### src/rtl/icache_refill_ctrl_pkg.sv
// Shared line geometry and refill FSM state encoding for the fetch-stage
// instruction cache, its refill controller and the instruction memory.
package icache_refill_ctrl_pkg;

  localparam int DEF_ADDR_W = 32;
  localparam int DEF_LINE_W = 128;
  localparam int DEF_OFFS_W = 4;
  localparam int DEF_CNT_W  = 16;

  typedef enum logic [1:0] {
    IDLE = 2'd0,
    REQ  = 2'd1,
    FILL = 2'd2
  } refill_state_e;

endpackage

### src/rtl/icache_refill_ctrl_sat_counter.sv
// Unsigned up-counter that holds at all-ones instead of wrapping.
module icache_refill_ctrl_sat_counter #(
  parameter int CNT_W = 16
) (
  input  logic             clk,
  input  logic             reset,
  input  logic             inc,
  input  logic             clear,
  output logic [CNT_W-1:0] value
);

  logic [CNT_W-1:0] value_q, value_d;

  // NOTE: give every always_comb output a default first so no path leaves it
  // unassigned; an unassigned path infers a latch.
  always_comb begin
    value_d = value_q;
    if (clear) begin
      value_d = '0;
    end else if (inc && (value_q != {CNT_W{1'b1}})) begin
      value_d = value_q + CNT_W'(1);
    end
  end

  // NOTE: sequential state uses non-blocking assignment so every flop samples
  // the pre-edge value of the others, whatever the statement order.
  always_ff @(posedge clk or negedge reset) begin
    if (!reset) begin
      value_q <= '0;
    end else begin
      value_q <= value_d;
    end
  end

  assign value = value_q;

endmodule

### src/rtl/icache_refill_ctrl.sv
// Miss/refill sequencer: stalls fetch on an I-cache miss, reads the line
// from memory, writes it into the cache, then lets the same PC look up again.
module icache_refill_ctrl
  import icache_refill_ctrl_pkg::*;
#(
  parameter int ADDR_W = DEF_ADDR_W,
  parameter int LINE_W = DEF_LINE_W,
  parameter int OFFS_W = DEF_OFFS_W,
  parameter int CNT_W  = DEF_CNT_W
) (
  input  logic              clk,
  input  logic              reset,
  input  logic              fetch_valid,
  input  logic [ADDR_W-1:0] fetch_addr,
  input  logic              cache_hit,
  input  logic              redirect,
  output logic              stall,
  output logic              mem_req,
  output logic [ADDR_W-1:0] mem_addr,
  input  logic              mem_ready,
  input  logic [LINE_W-1:0] mem_line,
  output logic              fill_en,
  output logic [ADDR_W-1:0] fill_addr,
  output logic [LINE_W-1:0] fill_line,
  output logic [CNT_W-1:0]  miss_count
);

  refill_state_e     state_q, state_d;
  logic              mem_req_q, mem_req_d;
  logic [ADDR_W-1:0] mem_addr_q, mem_addr_d;
  logic              fill_en_q, fill_en_d;
  logic [ADDR_W-1:0] fill_addr_q, fill_addr_d;
  logic [LINE_W-1:0] fill_line_q, fill_line_d;
  logic              miss_start;

  // A branch redirect only changes the PC, which is re-looked-up after the
  // stall releases, and the byte offset never reaches memory.
  logic unused_inputs;
  assign unused_inputs = ^{redirect, fetch_addr[OFFS_W-1:0]};

  always_comb begin
    state_d     = state_q;
    mem_req_d   = mem_req_q;
    mem_addr_d  = mem_addr_q;
    fill_en_d   = 1'b0;
    fill_addr_d = fill_addr_q;
    fill_line_d = fill_line_q;
    miss_start  = 1'b0;
    unique case (state_q)
      IDLE: begin
        if (fetch_valid && !cache_hit) begin
          miss_start = 1'b1;
          mem_addr_d = {fetch_addr[ADDR_W-1:OFFS_W], {OFFS_W{1'b0}}};
          mem_req_d  = 1'b1;
          state_d    = REQ;
        end
      end
      REQ: begin
        if (mem_ready) begin
          fill_line_d = mem_line;
          fill_addr_d = mem_addr_q;
          fill_en_d   = 1'b1;
          mem_req_d   = 1'b0;
          state_d     = FILL;
        end
      end
      FILL: begin
        state_d = IDLE;
      end
      default: begin
        mem_req_d = 1'b0;
        state_d   = IDLE;
      end
    endcase
  end

  // NOTE: the line buffer is reset too, so fill_line reads zero after reset
  // instead of whatever the flops powered up with.
  always_ff @(posedge clk or negedge reset) begin
    if (!reset) begin
      state_q     <= IDLE;
      mem_req_q   <= 1'b0;
      mem_addr_q  <= '0;
      fill_en_q   <= 1'b0;
      fill_addr_q <= '0;
      fill_line_q <= '0;
    end else begin
      state_q     <= state_d;
      mem_req_q   <= mem_req_d;
      mem_addr_q  <= mem_addr_d;
      fill_en_q   <= fill_en_d;
      fill_addr_q <= fill_addr_d;
      fill_line_q <= fill_line_d;
    end
  end

  // Combinational so the PC is held in the very cycle the miss is seen.
  assign stall = (state_q != IDLE) || ((state_q == IDLE) && fetch_valid && !cache_hit);

  assign mem_req   = mem_req_q;
  assign mem_addr  = mem_addr_q;
  assign fill_en   = fill_en_q;
  assign fill_addr = fill_addr_q;
  assign fill_line = fill_line_q;

  icache_refill_ctrl_sat_counter #(
    .CNT_W(CNT_W)
  ) u_miss_counter (
    .clk  (clk),
    .reset(reset),
    .inc  (miss_start),
    .clear(1'b0),
    .value(miss_count)
  );

endmodule

### config.mk
export PLATFORM = sky130hd
export DESIGN_NAME = icache_refill_ctrl
export DESIGN_NICKNAME = d
export VERILOG_FILES = /design/src/rtl/icache_refill_ctrl_pkg.sv /design/src/rtl/icache_refill_ctrl_sat_counter.sv /design/src/rtl/icache_refill_ctrl.sv
export SDC_FILE = /design/constraint.sdc
export NUM_CORES = 1
export LEC_CHECK = 0
export BUFFER_PORTS_ARGS = -buffer_cell sky130_fd_sc_hd__buf_2
export CELL_PAD_IN_SITES_DETAIL_PLACEMENT = 1
export CELL_PAD_IN_SITES_GLOBAL_PLACEMENT = 1
export CORE_ASPECT_RATIO = 1.2
export CORE_MARGIN = 1.5
export CORE_UTILIZATION = 30
export DETAILED_ROUTE_END_ITERATION = 6
export MAX_ROUTING_LAYER = met4
export PLACE_DENSITY = 0.75
export SLEW_MARGIN = 20
export SYNTH_ARGS = -nofsm -noshare
export SYNTH_HDL_FRONTEND = slang
export SYNTH_SLANG_ARGS = --single-unit
### constraint.sdc
create_clock -name clk -period 1.9 [get_ports clk]
set_clock_uncertainty 0.1 [all_clocks]
set_input_delay 0.095 -clock clk [delete_from_list [all_inputs] [get_ports clk]]
set_output_delay 0.095 -clock clk [all_outputs]
set_load 0.005 [all_outputs]
Word level (Yosys, flattened, before mapping)
Cells that the tools add are included.
W data, S select, Z words.
Word-level totals
  flip-flop bits (word level): 204
  bits of input ports: 166
  output and inout port bits: 211
  word-level logic and storage cells: 36
Operators by class
  add/sub/neg operators: 1
  eq/ne operators: 5
  multiplexer cells: 10
  bitwise gates (word level): 1
  reduce and logical (&&, ||, !) cells: 12
Operators by type and width (number)
  $add A16 B1 Y16 const B: 1
  $ne A16 B16 Y1 const B: 1
  $mux W1: 6
  $reduce_and A2 Y1: 3
  $logic_and A1 B1 Y1: 4
  $mux W2: 2
  $ne A2 B2 Y1 const B: 2
  $pmux W2 S2: 1
  $pmux W1 S3: 1
  $reduce_and A3 Y1: 1
  $eq A2 B1 Y1 const B: 1
  $eq A2 B2 Y1 const B: 1
  $logic_not A2 Y1: 1
  $reduce_bool A2 Y1: 1
  $logic_not A1 Y1: 1
  $logic_or A1 B1 Y1: 1
  $not A1 Y1: 1

Depth between registers and ports, before layout
  depth after elaboration: 5
  gate-level depth with buffers: 8
  depth with buffers taken out: 5

Cells and area by module
A second synthesis with hierarchy kept.
Unflattened totals
  cells, all modules: 512
  area total of the unflattened synthesis: 8007.7 um^2
By module, submodules not included
  icache_refill_ctrl: times used 1, cells each 414, area an instance 7065.5 um^2
  icache_refill_ctrl_sat_counter: times used 1, cells each 98, area an instance 942.2 um^2

Worst setup path before layout
No wires, ideal clock.
  kind: register -> register
  start: register state_q[0]
  end: register u_miss_counter.value_q[12], in the netlist u_miss_counter.value[12]
  library setup time: 0.127 ns
  arrival: 1.838 ns
  data required time: 1.673 ns
  setup slack: -0.165 ns
  stages on the path, launching flop included: 6
  period minus slack after synthesis: 2.065 ns
  cell sequence: dfrtp_1 -> or4b_1 -> buf_2 -> or3_4 -> nor2_2 -> mux2_1
On the way
  longest elaborated chain between the ends: 3
Ends and longest elaborated chain
  start: declaration: line icache_refill_ctrl.sv:28  | refill_state_e state_q, state_d;
  start signal: assignment: line icache_refill_ctrl.sv:88  | state_q <= state_d;
  $logic_not A2 Y1: line icache_refill_ctrl.sv:49  | unique case (state_q)
  $mux W1: line icache_refill_ctrl.sv:49
  $logic_and A1 B1 Y1: line icache_refill_ctrl_sat_counter.sv:20  | end else if (inc && (value_q != {CNT_W{1'b1}})) begin
  end signal: assignment: line icache_refill_ctrl_sat_counter.sv:31  | value_q <= value_d;
  end: declaration: line icache_refill_ctrl_sat_counter.sv:12  | logic [CNT_W-1:0] value_q, value_d;
Every way passes these cells.
A chain may end at the register's enable or synchronous reset.

Worst setup path after layout
  start: register state_q[1]
  end: register u_miss_counter.value_q[12], in the netlist u_miss_counter.value[12]
The elaborated chain is that of the path after synthesis.

==> implementation parameters <==
Parameter                              Value

Die
  Number of placement rows ... 64
  IO Count ... 377
  Chip Width ... 151 um
  Area inside the core boundary ... 25,600 sq um
  Height of the die ... 181 um
  Starting Density ... 0.308
  DIE AREA ... 27,300 sq um

Logic synthesis
  Mapped Cells ... 875
  Synthesized cell area ... 7890 sq um
  Cell type with the largest total area after synthesis ... dfrtp_1
  Number of distinct standard cells referenced by the synthesized netlist ... 33
  Avg Synthesized Cell Area ... 9.01 sq um
  Sequential cell area fraction in the yosys report ... 0.647
  Top cell type's share of synthesized area ... 0.647
  Number of synthesis warnings ... 0
  Top post-synthesis cells by area ... dfrtp_1, nand2_1, xor2_1
  Register bit count reported by yosys ... 204

Setup path
  WP data required ... 2.19 ns
  R2r endpoint ... u_miss_counter.value[12]
  Cell with the biggest individual delay on the critical path ... or4b_4
  Setup CP Type ... reg2reg
  Reg2reg start ... state_q[1]
  Cells on worst reg2reg path ... 4
  Largest incremental delay on the critical path ... 0.52 ns
  Flop2flop setup slack ... 0.001 ns
  Max Fanout on Critical Path ... 2
  CP startpoint kind ... flip-flop
  Worst EP arrival ... 2.19 ns
  Cells along the critical path ... or4b_4 -> or3_4 -> nor2_4 -> mux2_4
  CP endpoint kind ... flip-flop

Pwr
  Post-layout total power ... 15.3 mW
  Static leakage ... 7.13 nW
  Peak supply drop ... 0.662 mV
  Power per unit of standard cell area ... 1210 nW/um^2

Placed design
  Post-place instance area ... 10,300 sq um
  GP Congestion ... 0.801
  Detailed placement HPWL ... 18,400 um
  Number of input and output port buffers inserted ... 363
  Placed cells ... 1,556

Route
  Residual DRC ... 0
  Number of nets with antenna violations after detailed routing ... 0
  Via count ... 8,214
  Detailed-route vias per instance ... 4.66
  Initial DRC Count ... 231
  Routed wirelength normalized by instance count ... 18.2 um
  Total iterations of the first detailed-routing run ... 4
  Detailed-route wire length ... 32,100 um

Run
  Maximum Capacitance Violations ... 0

STA
  Final Max Tran Viols ... 0
  Final total negative setup slack ... 0 ns
  Final number of setup-violating endpoints ... 0
  Achievable Freq ... 527 MHz
  Final Cycle Share ... 0.999
  RSZ-0062 raised after global routing ... true
  Min Clock Period, post-route ... 1.90 ns
  Final hold violation count ... 0

Run status
  Run status ... finished, final reports clean

Clock tree
  Buffers from clock root to sink, at most ... 3
  CTS tree ... built
  Clock sink count ... 204
  Count of H-tree levels built during CTS ... 1
  Clock latency on the worst-skew pair ... 0.51 ns
  Total CTS buffers ... 23
  Root Driver ... clkbuf_16
  Reg clk slew, reported paths ... 0.06 ns

Finish
  Area growth from synthesis to final layout ... 61.2%
  Cell area after layout ... 12,700 sq um
  Ratio of cells with drive above 1 in the final layout ... 0.317
  Count of placed standard cells in the final layout, fillers left out ... 1,764
  Post-layout nets ... 1,580

Global routing
  Total overflow reported by the global router ... 0
  Maximum number of pins on one net before global-route repair ... 83
  GRT Resource Usage Total ... 0.236
  Number of global-route vias before repair ... 9,286
  First-pass GRT wire length ... 48,700 um
  Initial antenna violation count ... 5

Hold path
  Worst min-delay path category ... in2async
## worst max-delay path, delay by kind of cell, from the launching register on
family,cells,cell delay [ns]
muxes,1,0.29
DFF,1,0.38
and+or+nand+nor,3,1.02
## cells in the final DEF (no fill, tap or decap), types with 2 or more instances in the layout
master	netlist	final
diode_2	0	5
nor3_1	4	4
buf_12	0	9
dlygate4sd3_1	0	159
dfrtp_1	204	204
and2_1	2	2
buf_4	8	25
inv_1	3	2
buf_2	14	362
nand2_1	559	559
mux2_4	1	2
conb_1	1	8
nor3b_1	2	2
nor4_2	1	5
nand3_1	5	5
and4_1	2	2
clkinv_2	0	6
xor2_1	13	13
clkbuf_1	25	4
clkbuf_16	0	23
clkbuf_8	0	6
o21ai_0	3	3
clkinvlp_4	0	2
nand4_1	5	5
## Yosys cell counts, drive strengths merged
cell	n
and2	2
and3	1
and4	2
buf	26
clkbuf	25
conb	1
dfrtp	204
ha	1
inv	3
mux2	3
nand2	559
nand2b	1
nand3	5
nand4	5
nor2	2
nor2b	1
nor3	4
nor3b	3
nor4	6
nor4b	1
o21ai	3
or2	1
or3	2
or4b	1
xor2	13
## per-layer routing
metal  vias up  routed length (um)  GRT usage
li1       3727                   -          -
met1      4032               11400      0.236
met2       334               16900      0.427
met3       121                1750     0.0359
met4         0                1950      0.139
met5         -                   0          -
## power breakdown
group / internal, mW / switching (mW)
clock network: 2.55 / 1.83
registers: 5.76 / 0.890
logic: 1.97 / 2.32
total: 10.3 / 5.04
## logic make-up after synthesis
kind of cell | after synthesis | share of synthesized area
other cells | 1 | 0.000476
buf+inv | 54 | 0.0317
simple gates | 596 | 0.298
flops | 204 | 0.647
compound gates | 3 | 0.00190
xor+xnor | 13 | 0.0144
fa+ha+maj | 1 | 0.00159
mux | 3 | 0.00476
## layout make-up
type	instances	area, sq um
Clock buffer	32	659
Clock inverter	9	75.1
Antenna cell	5	12.5
Timing Repair Buffer	557	3800
Fill cell	2996	12900
Tap cell	330	413
Sequential cell	204	5100
Inverter	3	13.8
Multi-Input combinational cell	624	2640
## sequential cells by signal, summed over array words and instances, names as in the netlist
name                  cells
fill_line               128
fill_addr                28
mem_addr                 28
u_miss_counter.value     16
state_q                   2
fill_en                   1
mem_req                   1
## per-stage QoR
| stage | setup WS [ns] | hold WS, ns | util |
|---|---|---|---|
| global route | -0.0386 | 0.0769 | 0.496 |
| global placement | 0.00171 | -0.00160 | 0.401 |
| CTS | 0.00978 | 0.0148 | 0.493 |
| floorplan | -0.120 | -0.301 | - |
| detailed placement | -0.0397 | -0.00614 | 0.401 |
| finish | 0.000973 | 0.0458 | 0.496 |
## worst max-delay path by stage
| stage | start | to | slack [ns] |
|---|---|---|---|
| after floorplan | state_q[1] | u_miss_counter.value[12] | -0.12 |
| after global placement | state_q[1] | u_miss_counter.value[1] | 0.002 |
| after detailed placement | state_q[1] | u_miss_counter.value[11] | -0.04 |
| after CTS | state_q[1] | u_miss_counter.value[1] | 0.01 |
| after global routing | state_q[1] | u_miss_counter.value[12] | -0.04 |
| final | state_q[1] | u_miss_counter.value[12] | 0.001 |
## what timing repair did
action                                  CTS  global route
pin swaps                                 0             1
hold buffers                            159             0
endpoints found under the setup margin    4            13
setup buffers                             0             3
resized for setup                         5             6
endpoints found under the hold margin   363             0
(Power assumes the default switching activity.)
